==> config.mk <==
export PLATFORM = sky130hd
export DESIGN_NAME = uart_rx_flat
export DESIGN_NICKNAME = d
export VERILOG_FILES = /design/src/rtl/uart_pkg.sv /design/src/rtl/uart_rx_if.sv /design/src/rtl/sync_fifo.sv /design/src/rtl/uart_rx.sv /design/src/flat_wrapper.sv
export SDC_FILE = /design/constraint.sdc
export NUM_CORES = 1
export LEC_CHECK = 0
export CAP_MARGIN = 15
export CORE_MARGIN = 2
export CORE_UTILIZATION = 35
export CTS_CLUSTER_DIAMETER = 120
export DETAILED_ROUTE_END_ITERATION = 6
export HOLD_SLACK_MARGIN = 0.02
export PLACE_DENSITY = 0.48
export SYNTH_ARGS = -nofsm -noshare
export SYNTH_HDL_FRONTEND = slang
export SYNTH_SLANG_ARGS = --single-unit
==> constraint.sdc <==
create_clock -name clk -period 3.3 [get_ports clk]
set_input_delay 0.66 -clock clk [delete_from_list [all_inputs] [get_ports clk]]
set_output_delay 0.66 -clock clk [all_outputs]
set_load 0.03 [all_outputs]
==> src/rtl/uart_pkg.sv <==
// Shared definitions for the UART receive path: register map, status bits, FSM states.
package uart_pkg;

  localparam logic [1:0] UART_REG_DATA   = 2'd0;
  localparam logic [1:0] UART_REG_STATUS = 2'd1;

  localparam int ST_AVAIL     = 0;
  localparam int ST_FULL      = 1;
  localparam int ST_OVERRUN   = 2;
  localparam int ST_FRAME_ERR = 3;

  typedef enum logic [1:0] {
    IDLE,
    START,
    DATA,
    STOP
  } rx_state_e;

endpackage

==> src/rtl/uart_rx_if.sv <==
// Peripheral bus shared by the UART blocks: register select, read and write strobes.
interface uart_rx_if;
  logic [2:0] addr;
  logic       rd_en;
  logic [7:0] rd_data;
  logic       rd_valid;
  logic       wr_en;
  logic [7:0] wr_data;

  modport master (output addr, rd_en, wr_en, wr_data, input rd_data, rd_valid);
  modport slave  (input addr, rd_en, wr_en, wr_data, output rd_data, rd_valid);
endinterface

==> src/rtl/sync_fifo.sv <==
// Single-clock FIFO with extra-MSB pointers; a pop in the same cycle frees room for a push when full.
module sync_fifo #(
  parameter int WIDTH = 8,
  parameter int DEPTH = 8
) (
  input  logic             clk,
  input  logic             rst_n,
  input  logic             push,
  input  logic             pop,
  input  logic [WIDTH-1:0] din,
  output logic [WIDTH-1:0] dout,
  output logic             full,
  output logic             empty
);

  localparam int AW = $clog2(DEPTH);

  logic [WIDTH-1:0] mem_q [DEPTH];
  logic [AW:0]      wr_ptr_q, wr_ptr_d;
  logic [AW:0]      rd_ptr_q, rd_ptr_d;
  logic             push_ok, pop_ok;

  assign empty   = (wr_ptr_q == rd_ptr_q);
  assign full    = (wr_ptr_q[AW] != rd_ptr_q[AW]) && (wr_ptr_q[AW-1:0] == rd_ptr_q[AW-1:0]);
  assign dout    = mem_q[rd_ptr_q[AW-1:0]];
  assign pop_ok  = pop && !empty;
  assign push_ok = push && (!full || pop_ok);

  always_comb begin
    wr_ptr_d = wr_ptr_q;
    rd_ptr_d = rd_ptr_q;
    if (push_ok) wr_ptr_d = wr_ptr_q + 1'b1;
    if (pop_ok)  rd_ptr_d = rd_ptr_q + 1'b1;
  end

  always_ff @(posedge clk) begin
    if (!rst_n) begin
      wr_ptr_q <= '0;
      rd_ptr_q <= '0;
    end else begin
      wr_ptr_q <= wr_ptr_d;
      rd_ptr_q <= rd_ptr_d;
    end
  end

  always_ff @(posedge clk) begin
    if (push_ok) mem_q[wr_ptr_q[AW-1:0]] <= din;
  end

endmodule

==> src/rtl/uart_rx.sv <==
// Memory-mapped 8N1 UART receiver feeding an RX FIFO, with DATA/STATUS registers and level irq.
//   state | meaning
//   IDLE  | waiting for a falling edge on the synchronised line
//   START | timing to the start-bit midpoint to reject glitches
//   DATA  | sampling 8 data bits LSB-first at bit centres
//   STOP  | sampling the stop bit; push byte or flag frame error
module uart_rx
  import uart_pkg::*;
#(
  parameter int CLKS_PER_BIT = 104,
  parameter int FIFO_DEPTH   = 8
) (
  input  logic      clk,
  input  logic      rst_n,
  uart_rx_if.slave  bus,
  input  logic      rx,
  output logic      irq
);

  localparam int CW = $clog2(CLKS_PER_BIT);
  localparam logic [CW-1:0] CNT_HALF = CW'(CLKS_PER_BIT / 2 - 1);
  localparam logic [CW-1:0] CNT_FULL = CW'(CLKS_PER_BIT - 1);

  logic            sync1_q, rx_s_q, rx_prev_q;
  rx_state_e       state_q, state_d;
  logic [CW-1:0]   cnt_q, cnt_d;
  logic [2:0]      idx_q, idx_d;
  logic [7:0]      sh_q, sh_d;
  logic            overrun_q, overrun_d;
  logic            frame_err_q, frame_err_d;
  logic [7:0]      rd_data_q, rd_data_d;
  logic            rd_valid_q, rd_valid_d;
  logic            irq_q, irq_d;

  logic            push, pop, frame_set, overrun_set;
  logic            fifo_full, fifo_empty;
  logic [7:0]      fifo_dout, status;
  logic [1:0]      reg_sel;

  sync_fifo #(.WIDTH(8), .DEPTH(FIFO_DEPTH)) u_fifo (
    .clk   (clk),
    .rst_n (rst_n),
    .push  (push),
    .pop   (pop),
    .din   (sh_q),
    .dout  (fifo_dout),
    .full  (fifo_full),
    .empty (fifo_empty)
  );

  // cnt is a down-counter; each phase reloads it and acts at terminal count zero
  always_comb begin
    state_d   = state_q;
    cnt_d     = cnt_q;
    idx_d     = idx_q;
    sh_d      = sh_q;
    push      = 1'b0;
    frame_set = 1'b0;
    if (cnt_q != '0) cnt_d = cnt_q - CW'(1);
    unique case (state_q)
      IDLE: begin
        if (rx_prev_q && !rx_s_q) begin
          state_d = START;
          cnt_d   = CNT_HALF;
        end
      end
      START: begin
        if (cnt_q == '0) begin
          if (!rx_s_q) begin
            state_d = DATA;
            cnt_d   = CNT_FULL;
            idx_d   = '0;
          end else begin
            state_d = IDLE;
          end
        end
      end
      DATA: begin
        if (cnt_q == '0) begin
          sh_d  = {rx_s_q, sh_q[7:1]};
          cnt_d = CNT_FULL;
          if (idx_q == 3'd7) state_d = STOP;
          else               idx_d   = idx_q + 3'd1;
        end
      end
      STOP: begin
        if (cnt_q == '0) begin
          state_d = IDLE;
          if (rx_s_q) push      = 1'b1;
          else        frame_set = 1'b1;
        end
      end
      default: state_d = IDLE;
    endcase
  end

  assign reg_sel     = bus.addr[1:0];
  assign pop         = bus.rd_en && (reg_sel == UART_REG_DATA) && !fifo_empty;
  assign overrun_set = push && fifo_full && !pop;

  always_comb begin
    status               = '0;
    status[ST_AVAIL]     = !fifo_empty;
    status[ST_FULL]      = fifo_full;
    status[ST_OVERRUN]   = overrun_q;
    status[ST_FRAME_ERR] = frame_err_q;
  end

  // W1C clears are applied first so a same-cycle error event wins
  always_comb begin
    rd_valid_d  = bus.rd_en;
    rd_data_d   = '0;
    overrun_d   = overrun_q;
    frame_err_d = frame_err_q;
    irq_d       = !fifo_empty;
    if (bus.rd_en) begin
      if (reg_sel == UART_REG_DATA && !fifo_empty) rd_data_d = fifo_dout;
      else if (reg_sel == UART_REG_STATUS)         rd_data_d = status;
    end
    if (bus.wr_en && reg_sel == UART_REG_STATUS) begin
      if (bus.wr_data[ST_OVERRUN])   overrun_d   = 1'b0;
      if (bus.wr_data[ST_FRAME_ERR]) frame_err_d = 1'b0;
    end
    if (overrun_set) overrun_d   = 1'b1;
    if (frame_set)   frame_err_d = 1'b1;
  end

  always_ff @(posedge clk) begin
    if (!rst_n) begin
      sync1_q     <= 1'b1;
      rx_s_q      <= 1'b1;
      rx_prev_q   <= 1'b1;
      state_q     <= IDLE;
      cnt_q       <= '0;
      idx_q       <= '0;
      sh_q        <= '0;
      overrun_q   <= 1'b0;
      frame_err_q <= 1'b0;
      rd_data_q   <= '0;
      rd_valid_q  <= 1'b0;
      irq_q       <= 1'b0;
    end else begin
      sync1_q     <= rx;
      rx_s_q      <= sync1_q;
      rx_prev_q   <= rx_s_q;
      state_q     <= state_d;
      cnt_q       <= cnt_d;
      idx_q       <= idx_d;
      sh_q        <= sh_d;
      overrun_q   <= overrun_d;
      frame_err_q <= frame_err_d;
      rd_data_q   <= rd_data_d;
      rd_valid_q  <= rd_valid_d;
      irq_q       <= irq_d;
    end
  end

  assign bus.rd_data  = rd_data_q;
  assign bus.rd_valid = rd_valid_q;
  assign irq          = irq_q;

endmodule

==> src/flat_wrapper.sv <==
// flat-port wrapper written by rule: the top's interface ports become plain ports
module uart_rx_flat import uart_pkg::*;
#(
  parameter int CLKS_PER_BIT = 104,
  parameter int FIFO_DEPTH   = 8
)
  (clk, rst_n, rx, irq, bus_addr, bus_rd_en, bus_wr_en, bus_wr_data, bus_rd_data, bus_rd_valid);
  uart_rx_if bus_i ();
  input  logic clk;
  input  logic rst_n;
  input  logic rx;
  output logic irq;
  input wire logic [$bits(bus_i.addr)-1:0] bus_addr;
  input wire logic [$bits(bus_i.rd_en)-1:0] bus_rd_en;
  input wire logic [$bits(bus_i.wr_en)-1:0] bus_wr_en;
  input wire logic [$bits(bus_i.wr_data)-1:0] bus_wr_data;
  output wire logic [$bits(bus_i.rd_data)-1:0] bus_rd_data;
  output wire logic [$bits(bus_i.rd_valid)-1:0] bus_rd_valid;
  assign bus_i.addr = bus_addr;
  assign bus_i.rd_en = bus_rd_en;
  assign bus_i.wr_en = bus_wr_en;
  assign bus_i.wr_data = bus_wr_data;
  assign bus_rd_data = bus_i.rd_data;
  assign bus_rd_valid = bus_i.rd_valid;
  uart_rx #(.CLKS_PER_BIT(CLKS_PER_BIT), .FIFO_DEPTH(FIFO_DEPTH)) u_core (.clk(clk), .rst_n(rst_n), .bus(bus_i), .rx(rx), .irq(irq));
endmodule
Word-level counts from Yosys, hierarchy flattened
Memory sizes are Yosys's and may differ from the RTL's. A register that Yosys moved wholly into a read port is not among the register bits.
Cells that the tools add are included.
- memories: 1
- bits in writable memories: 64
- bits in read-only memories: 0
- register bits: 43
- word-level logic and storage cells: 100
- output and inout bits: 10
- bits in latches: 0
- reduce and logical (&&, ||, !) cells: 30
- order comparisons: 0
- muxes and demuxes: 36
- bitwise logic cells: 0
- shift operators: 0
- eq/ne operators: 15
- add/subtract/negate cells: 4
- $mul: 0
- divide/modulo/power cells: 0
- memory list (memory ; words ; width ; read ports ; clocked after memory_dff ; wr ports ; line ; RTL):
    u_core.u_fifo.mem_q ; 8 ; 8 ; 1 ; 1 ; 1 ; sync_fifo.sv:18 ; logic [WIDTH-1:0] mem_q [DEPTH];
- operators with widths (cell ; count):
    7-bit two-way mux ; 5
    7-bit one-hot mux with 3 select lines ; 1
    3-bit two-way mux ; 6
    1-bit two-way mux ; 14
    2-bit two-way mux ; 6
    1-bit logical AND ; 10
    2-bit by 1-bit inequality test with 1-bit output, second input constant ; 5
    5-bit AND reduction ; 2
    2-bit nonzero test ; 5
    4-bit by 1-bit adder with 4-bit output, second input constant ; 2
    8-bit two-way mux ; 1
    2-bit one-hot mux with 4 select lines ; 1
    2-bit AND reduction ; 4
    7-bit logical NOT ; 1
    7-bit nonzero test ; 1
    7-bit by 1-bit subtractor with 7-bit output, second input constant ; 1
    3-bit one-hot mux with 2 select lines ; 1
    2-bit by 1-bit == test with 1-bit output, second input constant ; 2
    2-bit == test, second input constant ; 2
    4-bit == test ; 1
    1-bit logical NOT ; 4
    2-bit logical NOT ; 2
    4-bit two-way mux ; 1
    2-bit inequality test, second input constant ; 2
    other kinds (5) ; 5

Depth between registers and ports, before layout
Gate-level depths: netlist of the first run.
- depth in word-level cells: 8
- gate-level depth with buffers: 9
- gate-level depth less buffers: 9

By module
A second synthesis of the first run with hierarchy kept.
- cells, all modules: 331
- area total of the unflattened synthesis: 4511.8 µm²
- by module, submodules not included (module ; sequential area each (µm²) ; area an instance (µm²) ; cells each ; times used):
    sync_fifo ; 2142.1 ; 2989.1 ; 164 ; 1
    uart_rx ; 700.7 ; 1522.7 ; 167 ; 1

Worst setup path before layout of the first run
OpenSTA, ideal clock, no wires.
- path kind: input to register
- start: in bus_addr[0]
- end: mem u_core.u_fifo.mem_q[1][0], enable pin
- data required time: 2.902 ns
- stages: 6
- setup slack: 0.229 ns
- data arrival time: 2.673 ns
- path buffers: 2
- library setup time: 0.398 ns
- cell sequence: clkbuf_1 or3b_2 nand2_1 o2111ai_1 buf_2 nor4b_1
- cells in the longest elaborated chain, start to end: 8
- RTL lines (what ; line ; RTL):
    from (decl) ; flat_wrapper.sv:13 ; input wire logic [$bits(bus_i.addr)-1:0] bus_addr;
    2-bit logical NOT ; uart_rx.sv:98 ; assign pop = bus.rd_en && (reg_sel == UART_REG_DATA) && !fifo_empty;
    1-bit logical AND (2 in series) ; uart_rx.sv:98 ;
    1-bit logical AND ; sync_fifo.sv:26 ; assign pop_ok = pop && !empty;
    1-bit logical OR ; sync_fifo.sv:27 ; assign push_ok = push && (!full || pop_ok);
    1-bit logical AND ; sync_fifo.sv:27 ;
    1-bit two-way mux ; sync_fifo.sv:47 ; if (push_ok) mem_q[wr_ptr_q[AW-1:0]] <= din;
    1-bit two-way mux (implied by the code) ; sync_fifo.sv:47 ;
    to (decl) ; sync_fifo.sv:18 ;
Every way passes these cells.

Worst setup path in the final report of the first run
- start: in bus_addr[1]
- end: mem u_core.u_fifo.mem_q[5][6], enable pin
The elaborated chain is that of the path after synthesis.

==> flow_summary.json, run 1 <==
{
  "status": "finished clean",
  "finClkSkew_ps": 5.85,
  "dieWidth_um": 117,
  "clock_path_buffers": 2,
  "syn_to_final_growth_pct": 16.3,
  "die_h_um": 117,
  "arrival_ps": 2530,
  "drv_slew": 0,
  "die_area_mm2": 0.0138,
  "via_per_inst": 4.85,
  "cts_resized": 0,
  "synthCells": 339,
  "drt-total-wl_mm": 8.78,
  "crit_path_start": "bus_addr[1]",
  "finalNetCount": 390,
  "yosysWarnings": 0,
  "hold_slack_ps": 409,
  "rows": 41,
  "holdBufCountCts": 0,
  "drc": 0,
  "drt-pass1-iter-count": 4,
  "synth_fp_nets": 366,
  "crit_path_end": "u_core.u_fifo.mem_q[5][6]$_DFFE_PP_",
  "nFillCells": 1207,
  "core_mm2": 0.0126,
  "cts.sinks": 110,
  "reg2reg_slack_ps": 1160,
  "io_pins": 26,
  "ys_types": 42,
  "p_per_area_mw_per_mm2": 565,
  "ant_nets": 0,
  "port_buffers": 18,
  "grt_first_pass_wirelength_mm": 14.2,
  "yosys.area.top_type": "edfxtp_1",
  "period_needed_ps": 2480,
  "drtIter0Drc": 134,
  "seq_area_mm2": 0.00284,
  "clkLatencyLatePin_ps": 350,
  "final_util": 0.416,
  "grt_use_total": 0.136,
  "drive_above_1_share": 0.149,
  "gp_congestion": 0.780,
  "post-cts-setup-buffers": 0,
  "layout_commonest_cell": "edfxtp_1",
  "tightest_slew_ps": 843,
  "start_util": 0.358,
  "rsz0062_at_grt": "false",
  "avgSynthCellArea_um2": 13.3,
  "end_kind": "flop",
  "pre_cts_slack_ps": 442,
  "max-vdd-ir-drop_v": 0.000249,
  "fin_area_mm2": 0.00523,
  "cts_max_level": 3,
  "hold_class": "flop to flop",
  "root_buffer": "clkbuf_16",
  "hpwl_mm": 6.00,
  "synth_seq_area_share": 0.632,
  "hold_violations": 0,
  "grt_pass1_vias": 2594,
  "cp_max_fo": 12,
  "via_count": 2620,
  "globalRouteOverflowTotal": 0,
  "wl_per_cell_um": 16.3,
  "grt_max_degree": 25,
  "path_clk_slew_ps": 70,
  "setup_slack_ps": 824,
  "leakage_nw": 1.75,
  "cts_made_buffers": 9,
  "r2r_start": "u_core.u_fifo.wr_ptr_q[0]$_SDFFE_PN0P_",
  "finalSetupViolations": 0,
  "fmax_ghz": 0.404,
  "tns_ps": 0,
  "critPathKind": "input pin to flop",
  "r2r_cells": 5,
  "timing.rr.end": "u_core.bus.rd_data[3]$_SDFF_PN0_",
  "worstSetupStartpointType": "input pin",
  "synthesis.area_mm2": 0.00450,
  "worstPathRequired_ps": 3360,
  "num_antenna_cells": 0,
  "multiInputGateArea_mm2": 0.00157,
  "ys_ff_latch": 110,
  "placed_area_mm2": 0.00495,
  "synthTopCellsByArea": "edfxtp_1 (43%), dfxtp_1 (20%), mux4_2 (8.0%), mux2i_1 (3.1%), ha_1 (3.1%)",
  "period_share": 0.750,
  "cap_violations": 0,
  "max_slew_margin": 0.437,
  "synth_top_cell_area_share": 0.427,
  "antenna_found_initial": 0,
  "cts_tree": "built",
  "layout_common_cells": "edfxtp_1 (64), dfxtp_1 (46), nor2_1 (27), nand2_1 (22)"
}
[state kept, by name (all words and copies together), names as in the netlist, named ones only]
signal and cells:
u_core.bus.rd_data 8, u_core.u_fifo.mem_q 64, u_core.bus.rd_valid 1, u_core.state_q 1
u_core.cnt_q 7, u_core.u_fifo.wr_ptr_q 4, u_core.irq 1, u_core.rx_prev_q 1
u_core.u_fifo.rd_ptr_q 4, u_core.overrun_q 1, u_core.idx_q 3, u_core.sh_q 8
u_core.sync1_q 1, u_core.rx_s_q 1, u_core.frame_err_q 1
[how the worst min path moves through the flow]
stage,slack (ps),from,end,depth (start not counted)
after global routing,420,u_core.sync1_q$_SDFF_PN1_,u_core.rx_s_q$_SDFF_PN1_,1
after CTS,410,u_core.sync1_q$_SDFF_PN1_,u_core.rx_s_q$_SDFF_PN1_,1
final,410,u_core.sync1_q$_SDFF_PN1_,u_core.rx_s_q$_SDFF_PN1_,1
after detailed placement,400,u_core.sync1_q$_SDFF_PN1_,u_core.rx_s_q$_SDFF_PN1_,1
after floorplan,390,u_core.sync1_q$_SDFF_PN1_,u_core.rx_s_q$_SDFF_PN1_,1
after global placement,390,u_core.sync1_q$_SDFF_PN1_,u_core.rx_s_q$_SDFF_PN1_,1
[metrics by stage]
step           power (W)  instances
3_3_place_gp     0.00198        524
6_report         0.00296        540
5_1_grt          0.00311        540
2_1_floorplan    0.00188        339
4_1_cts          0.00300        540
3_5_place_dp     0.00198        524
[kinds of logic (layout without fill, tap and decap cells)]
kind of cell | Yosys count | after routing | synth area share
mux | 30 | 30 | 0.111
simple gates | 102 | 102 | 0.115
buf+inv | 30 | 59 | 0.0267
flops | 110 | 110 | 0.632
fa+ha+maj | 11 | 11 | 0.0306
compound gates | 43 | 43 | 0.0592
xor+xnor | 13 | 13 | 0.0253
[routing by layer]
layer	up-vias	wire length [um]	global-route usage
met5	-	0	0
met1	1281	4290	0.185
li1	1302	-	-
met3	9	293	0.0379
met4	0	114	0.0452
met2	28	4090	0.209
[synthesized netlist by cell type]
cell / instances
o2111ai_1: 2
a22oi_1: 1
o31a_1: 1
o21a_1: 2
a31oi_1: 1
nand2_1: 22
inv_1: 11
a21oi_1: 15
or3_4: 1
a211oi_1: 3
or2_2: 2
a221oi_1: 1
buf_2: 6
inv_2: 1
a32oi_1: 2
nor3b_1: 1
nor3_1: 5
nand3_1: 18
nor4_1: 6
or3b_2: 1
nor3_4: 1
xor2_1: 6
o221ai_1: 1
dfxtp_1: 46
xnor2_1: 7
mux2i_1: 14
edfxtp_1: 64
nor4b_1: 2
nand3b_1: 1
o22ai_1: 1
or4_1: 1
clkbuf_1: 12
nor2_1: 27
nor2b_1: 4
mux4_2: 16
ha_1: 11
a41o_1: 1
nand2b_1: 6
or3_1: 2
nand4b_1: 2
o21bai_1: 1
o21ai_0: 11
[area by class of cell]
class | instances | share of cell area
well taps | 172 | 0.0411
clock buffers | 10 | 0.0438
flip-flops and latches | 110 | 0.543
clock inverters | 6 | 0.00909
inverters | 12 | 0.00861
multi-input cells | 199 | 0.301
repair buffers | 31 | 0.0531
[report_power, final]
part	total, W	internal [W]	switching [W]
Sequential	0.00151	0.00147	0.0000345
Clock	0.00100	0.000517	0.000485
Combinational	0.000446	0.000188	0.000258
[critical path: stages]
cell	delay (ps)
clkdlybuf4s50_1	460
or3b_2	500
nand2_1	130
o2111ai_1	110
buf_4	220
nor4b_2	230
buf_4	220
(Power assumes the default switching activity.)
==> run 2, diff against run 1 <==
--- a/config.mk
+++ b/config.mk
@@ -11,7 +11,7 @@
 export CTS_CLUSTER_DIAMETER = 120
 export DETAILED_ROUTE_END_ITERATION = 6
 export HOLD_SLACK_MARGIN = 0.02
-export PLACE_DENSITY = 0.48
+export PLACE_DENSITY = 0.49
 export SYNTH_ARGS = -nofsm -noshare
 export SYNTH_HDL_FRONTEND = slang
 export SYNTH_SLANG_ARGS = --single-unit
==> constraint.sdc (replaced) <==
create_clock -name clk -period 2.05 [get_ports clk]
set_input_delay 0.41 -clock clk [delete_from_list [all_inputs] [get_ports clk]]
set_output_delay 0.41 -clock clk [all_outputs]
set_load 0.03 [all_outputs]
==> run 2 against run 1 <==
Compared with the run above:
- the run now ends with setup timing left
- worst hold slack lost 4.0 ps
- non-clock buffer count increased by 16
- first-iteration DRC count up 54%
- largest power group unchanged
==> flow_summary.json, run 2 (synthesis gave the netlist of run 1 again) <==
{
  "critPathKind": "input pin to flop",
  "crit_chain": "clkdlybuf4s50_1 > or3b_4 > nand2_4 > o2111ai_2 > buf_12 > nor4b_4 > buf_6",
  "worstSetupStartpointType": "input pin",
  "crit_path_start": "bus_rd_en",
  "placed_area_mm2": 0.00519,
  "timing.rr.end": "u_core.u_fifo.mem_q[1][5]$_DFFE_PP_",
  "crit_path_end": "u_core.u_fifo.mem_q[1][5]$_DFFE_PP_",
  "ant_nets": 0,
  "leakage_nw": 1.87,
  "rsz0062_at_grt": "true",
  "drv_slew": 0,
  "p_int_w": 0.00357,
  "start_util": 0.358,
  "finalNonFillerCells": 556,
  "dieWidth_um": 117,
  "layout_commonest_cell": "edfxtp_1",
  "via_per_inst": 4.92,
  "crit_family": "buffers and inverters",
  "grt_use_total": 0.142,
  "cp.depth": 7,
  "syn_to_final_growth_pct": 22.3,
  "path_clk_slew_ps": 80,
  "clkLatencyLatePin_ps": 350,
  "drc": 0,
  "cts.sinks": 110,
  "tightest_slew_ps": 543,
  "cp.buffers_inverters": 3,
  "globalRouteOverflowTotal": 0,
  "arrival_ps": 2130,
  "max-vdd-ir-drop_v": 0.000418,
  "fin_area_mm2": 0.00550,
  "r2r_start": "u_core.cnt_q[5]$_SDFF_PN0_",
  "pwr-share-comb": 0.160,
  "fmax_ghz": 0.485,
  "critical_path.slowest_cell": "clkdlybuf4s50_1",
  "cts_made_buffers": 9,
  "clock_path_buffers": 2,
  "rows": 41,
  "dp.cells": 540,
  "largest_reg_flops": 64,
  "die_h_um": 117,
  "cts_tree": "built",
  "cap_violations": 0,
  "reg2reg_slack_ps": 40,
  "total_power_w": 0.00491,
  "hold_class": "flop to flop",
  "drtIter0Drc": 206,
  "r2r_cells": 6,
  "seq_power_share": 0.494,
  "finalSetupViolations": 8,
  "period_share": 1.01,
  "drive_above_1_share": 0.206,
  "period_needed_ps": 2060,
  "die_area_mm2": 0.0138,
  "gp_congestion": 0.766,
  "grt_max_degree": 21,
  "port_buffers": 18,
  "max_stage_delay_ps": 470,
  "end_kind": "flop",
  "num_antenna_cells": 0,
  "grt_pass1_vias": 2693,
  "grt_first_pass_wirelength_mm": 14.8,
  "max_slew_margin": 0.637,
  "power.switching_w": 0.00134,
  "antenna_found_initial": 0,
  "hold_violations": 0,
  "p_per_area_mw_per_mm2": 892,
  "p_sw_frac": 0.272,
  "drt-pass1-iter-count": 4,
  "violations": "setup timing",
  "finalNetCount": 406,
  "worstPathRequired_ps": 2120,
  "holdBufCountCts": 0,
  "finClkSkew_ps": 9.18,
  "post-cts-setup-buffers": 0,
  "io_pins": 26,
  "hpwl_mm": 6.49,
  "root_buffer": "clkbuf_16",
  "layout_common_cells": "edfxtp_1 (64), dfxtp_1 (45), nor2_1 (27), buf_4 (23), nand2_1 (21)",
  "cts_max_level": 3,
  "via_count": 2738,
  "wl_per_cell_um": 16.6,
  "cp_max_fo": 9,
  "status": "complete, but fails checks",
  "setup_slack_ps": -12.0,
  "clkPwrFrac": 0.345,
  "drt-total-wl_mm": 9.24,
  "nFillCells": 1156,
  "core_mm2": 0.0126
}
-- run 2: worst min-delay path by stage --
stage | startpoint | slack [ps] | end | depth (start not counted)
final | u_core.sync1_q$_SDFF_PN1_ | 400 | u_core.rx_s_q$_SDFF_PN1_ | 1
after global routing | u_core.sync1_q$_SDFF_PN1_ | 440 | u_core.rx_s_q$_SDFF_PN1_ | 1
after CTS | u_core.sync1_q$_SDFF_PN1_ | 410 | u_core.rx_s_q$_SDFF_PN1_ | 1
after detailed placement | u_core.sync1_q$_SDFF_PN1_ | 400 | u_core.rx_s_q$_SDFF_PN1_ | 1
after global placement | u_core.sync1_q$_SDFF_PN1_ | 390 | u_core.rx_s_q$_SDFF_PN1_ | 1
after floorplan | u_core.sync1_q$_SDFF_PN1_ | 390 | u_core.rx_s_q$_SDFF_PN1_ | 1
-- run 2: power groups by stage --
stage / clock, W / combinational [W] / sequential, W
6_report: 0.00170 / 0.000787 / 0.00243
5_1_grt: 0.00183 / 0.000887 / 0.00244
3_5_place_dp: 0 / 0.000762 / 0.00248
4_1_cts: 0.00176 / 0.000764 / 0.00242
2_1_floorplan: 0 / 0.000562 / 0.00246
3_3_place_gp: 0 / 0.000760 / 0.00247
-- run 2: metal layers --
metal / vias to the layer above / global-route usage / routed length [um]
met5: - / 0 / 0
met4: 0 / 0.0429 / 78
met2: 33 / 0.208 / 4190
met1: 1367 / 0.204 / 4660
met3: 6 / 0.0413 / 320
li1: 1332 / - / -
-- run 2: layout make-up --
cell class,instances,area (um2),area share
clock buffers,9,225,0.0409
clock inverters,7,63.8,0.0116
inverters,12,45.0,0.00818
multi-input cells,199,1670,0.303
flip-flops and latches,110,2840,0.517
well taps,172,215,0.0391
repair buffers,47,445,0.0809
-- run 2: stage by stage --
stage                     setup slack, ps  TNS [ps]   util  hold WS [ps]
after floorplan                     -99.0     -1630      -           386
after global placement               -402    -20590  0.413           391
after detailed placement             -414    -21680  0.413           396
after CTS                            1.02         0  0.437           407
after global routing                -55.0      -477  0.438           436
final                               -12.0     -81.4  0.438           405
-- run 2: repair_timing --
action / 4_1_cts / 5_1_grt
pin swaps: 0 / 0
endpoints found under the setup margin: 10 / 16
resized for setup: 4 / 4
==> run 3, diff against run 2 <==
--- a/config.mk
+++ b/config.mk
@@ -7,11 +7,12 @@
 export LEC_CHECK = 0
 export CAP_MARGIN = 15
 export CORE_MARGIN = 2
-export CORE_UTILIZATION = 35
+export CORE_UTILIZATION = 47
 export CTS_CLUSTER_DIAMETER = 120
 export DETAILED_ROUTE_END_ITERATION = 6
 export HOLD_SLACK_MARGIN = 0.02
-export PLACE_DENSITY = 0.49
+export MAX_ROUTING_LAYER = met4
+export PLACE_DENSITY = 0.64
 export SYNTH_ARGS = -nofsm -noshare
 export SYNTH_HDL_FRONTEND = slang
 export SYNTH_SLANG_ARGS = --single-unit
==> run 3 against run 2 <==
Compared with the run above:
- maximum frequency about the same
- sequential power about the same
- critical path type is now flop to flop
- via count grew 1.6%
- worst setup slack improved by 1.0 ps
- clock power fell by 24%
- worst hold slack improved by 15 ps
- largest power group unchanged
- the run still ends with setup timing left
- die area decreased by 25%
- sequential cell count unchanged
- combinational power is 6.4% higher
- register-to-register slack got worse by 50 ps
- first-iteration DRC count is 56% lower
==> flow_summary.json, run 3 (synthesis gave the netlist of run 1 again) <==
{
  "arrival_ps": 2150,
  "grt_pass1_vias": 2788,
  "worstPathRequired_ps": 2140,
  "drt-pass1-iter-count": 4,
  "r2r_cells": 6,
  "syn_to_final_growth_pct": 20.8,
  "drt-total-wl_mm": 8.89,
  "core_mm2": 0.00928,
  "timing.rr.end": "u_core.u_fifo.mem_q[1][0]$_DFFE_PP_",
  "violations": "setup timing",
  "clkLatencyLatePin_ps": 370,
  "rsz0062_at_grt": "true",
  "drv_slew": 0,
  "critPathKind": "flop to flop",
  "status": "complete, but fails checks",
  "dieWidth_um": 102,
  "nFillCells": 746,
  "gp_congestion": 0.807,
  "via_per_inst": 5.39,
  "period_share": 1.01,
  "hpwl_mm": 6.35,
  "finalNonFillerCells": 516,
  "p_per_area_mw_per_mm2": 840,
  "via_count": 2781,
  "start_util": 0.485,
  "pre_cts_slack_ps": -400,
  "end_kind": "flop",
  "layout_commonest_cell": "edfxtp_1",
  "fmax_ghz": 0.485,
  "crit_path_end": "u_core.u_fifo.mem_q[1][0]$_DFFE_PP_",
  "hold_slack_ps": 420,
  "num_antenna_cells": 0,
  "max-vdd-ir-drop_v": 0.000528,
  "grt_max_degree": 19,
  "die_h_um": 102,
  "antenna_found_initial": 0,
  "drive_above_1_share": 0.225,
  "ant_nets": 0,
  "largest_reg_flops": 64,
  "finalNetCount": 409,
  "drtIter0Drc": 90,
  "drc": 0,
  "clock_path_buffers": 2,
  "cap_violations": 0,
  "io_pins": 26,
  "grt_first_pass_wirelength_mm": 14.1,
  "globalRouteOverflowTotal": 0,
  "rows": 35,
  "reg2reg_slack_ps": -10,
  "final_util": 0.585,
  "path_clk_slew_ps": 110,
  "r2r_start": "u_core.cnt_q[4]$_SDFF_PN0_",
  "max_slew_margin": 0.641,
  "worstSetupStartpointType": "flop",
  "tightest_slew_ps": 537,
  "cts_made_buffers": 9,
  "holdBufCountCts": 0,
  "finalSetupViolations": 17,
  "period_needed_ps": 2060,
  "cts_tree": "built",
  "finClkSkew_ps": 13.5,
  "setup_slack_ps": -10.9,
  "crit_path_start": "u_core.cnt_q[4]$_SDFF_PN0_",
  "cp_max_fo": 8,
  "grt_use_total": 0.188,
  "die_area_mm2": 0.0104,
  "cts_max_level": 3,
  "wl_per_cell_um": 17.2,
  "root_buffer": "clkbuf_8",
  "dp.cells": 498,
  "layout_common_cells": "edfxtp_1 (64), dfxtp_1 (44), nor2_1 (27), buf_4 (22), nand2_1 (21)",
  "port_buffers": 18,
  "cts.sinks": 110,
  "hold_violations": 0,
  "leakage_nw": 1.84,
  "hold_class": "flop to flop"
}
[run 3: worst min path at each step]
| stage | start | to | cells after the start |
|---|---|---|---|
| floorplan | u_core.sync1_q$_SDFF_PN1_ | u_core.rx_s_q$_SDFF_PN1_ | 1 |
| global placement | u_core.sync1_q$_SDFF_PN1_ | u_core.rx_s_q$_SDFF_PN1_ | 1 |
| detailed placement | u_core.sync1_q$_SDFF_PN1_ | u_core.rx_s_q$_SDFF_PN1_ | 1 |
| CTS | u_core.sync1_q$_SDFF_PN1_ | u_core.rx_s_q$_SDFF_PN1_ | 1 |
| global route | u_core.sync1_q$_SDFF_PN1_ | u_core.rx_s_q$_SDFF_PN1_ | 1 |
| finish | u_core.sync1_q$_SDFF_PN1_ | u_core.rx_s_q$_SDFF_PN1_ | 1 |
[run 3: timing repair]
| item | CTS | global route |
|---|---|---|
| cloned | 0 | 1 |
| buffers inserted | 0 | 1 |
| pin swaps | 0 | 6 |
| resized for setup | 1 | 17 |
| hold endpoints to repair | 0 | 0 |
| setup endpoints to repair | 8 | 54 |
[run 3: report_power, final]
part | switching, W | internal (W)
registers | 0.0000604 | 0.00237
clock network | 0.000722 | 0.000575
logic | 0.000468 | 0.000368
total | 0.00125 | 0.00331
[run 3: worst max-delay path, cell delays in order, from the launching register on]
cell	delay, ps
dfxtp_2	350
or3_4	410
nor3_4	240
o2111ai_4	180
buf_12	190
nor4b_4	220
buf_6	180
[run 3: per-layer routing]
layer  up-vias  track usage  wire [um]
met1      1391        0.245       4250
met2        46        0.300       4300
met4         0       0.0482         57
met3         5       0.0424        291
met5         -            -          0
li1       1339            -          -
[run 3: final cells by class]
| type | count | area (um2) | share of cell area |
|---|---|---|---|
| Timing Repair Buffer | 50 | 489 | 0.0900 |
| Tap cell | 129 | 161 | 0.0297 |
| Clock buffer | 10 | 128 | 0.0235 |
| Clock inverter | 6 | 68.8 | 0.0127 |
| Inverter | 12 | 47.5 | 0.00875 |
| Multi-Input combinational cell | 199 | 1700 | 0.312 |
| Sequential cell | 110 | 2850 | 0.523 |
[run 3: stage by stage]
| step | instance area, um2 | TNS [ps] | power (W) |
|---|---|---|---|
| finish | 5440 | -137 | 0.00457 |
| global route | 5440 | -3180 | 0.00478 |
| CTS | 5330 | 0 | 0.00451 |
| detailed placement | 5130 | -20860 | 0.00323 |
| global placement | 5130 | -19140 | 0.00320 |
| floorplan | 4630 | -1630 | 0.00303 |
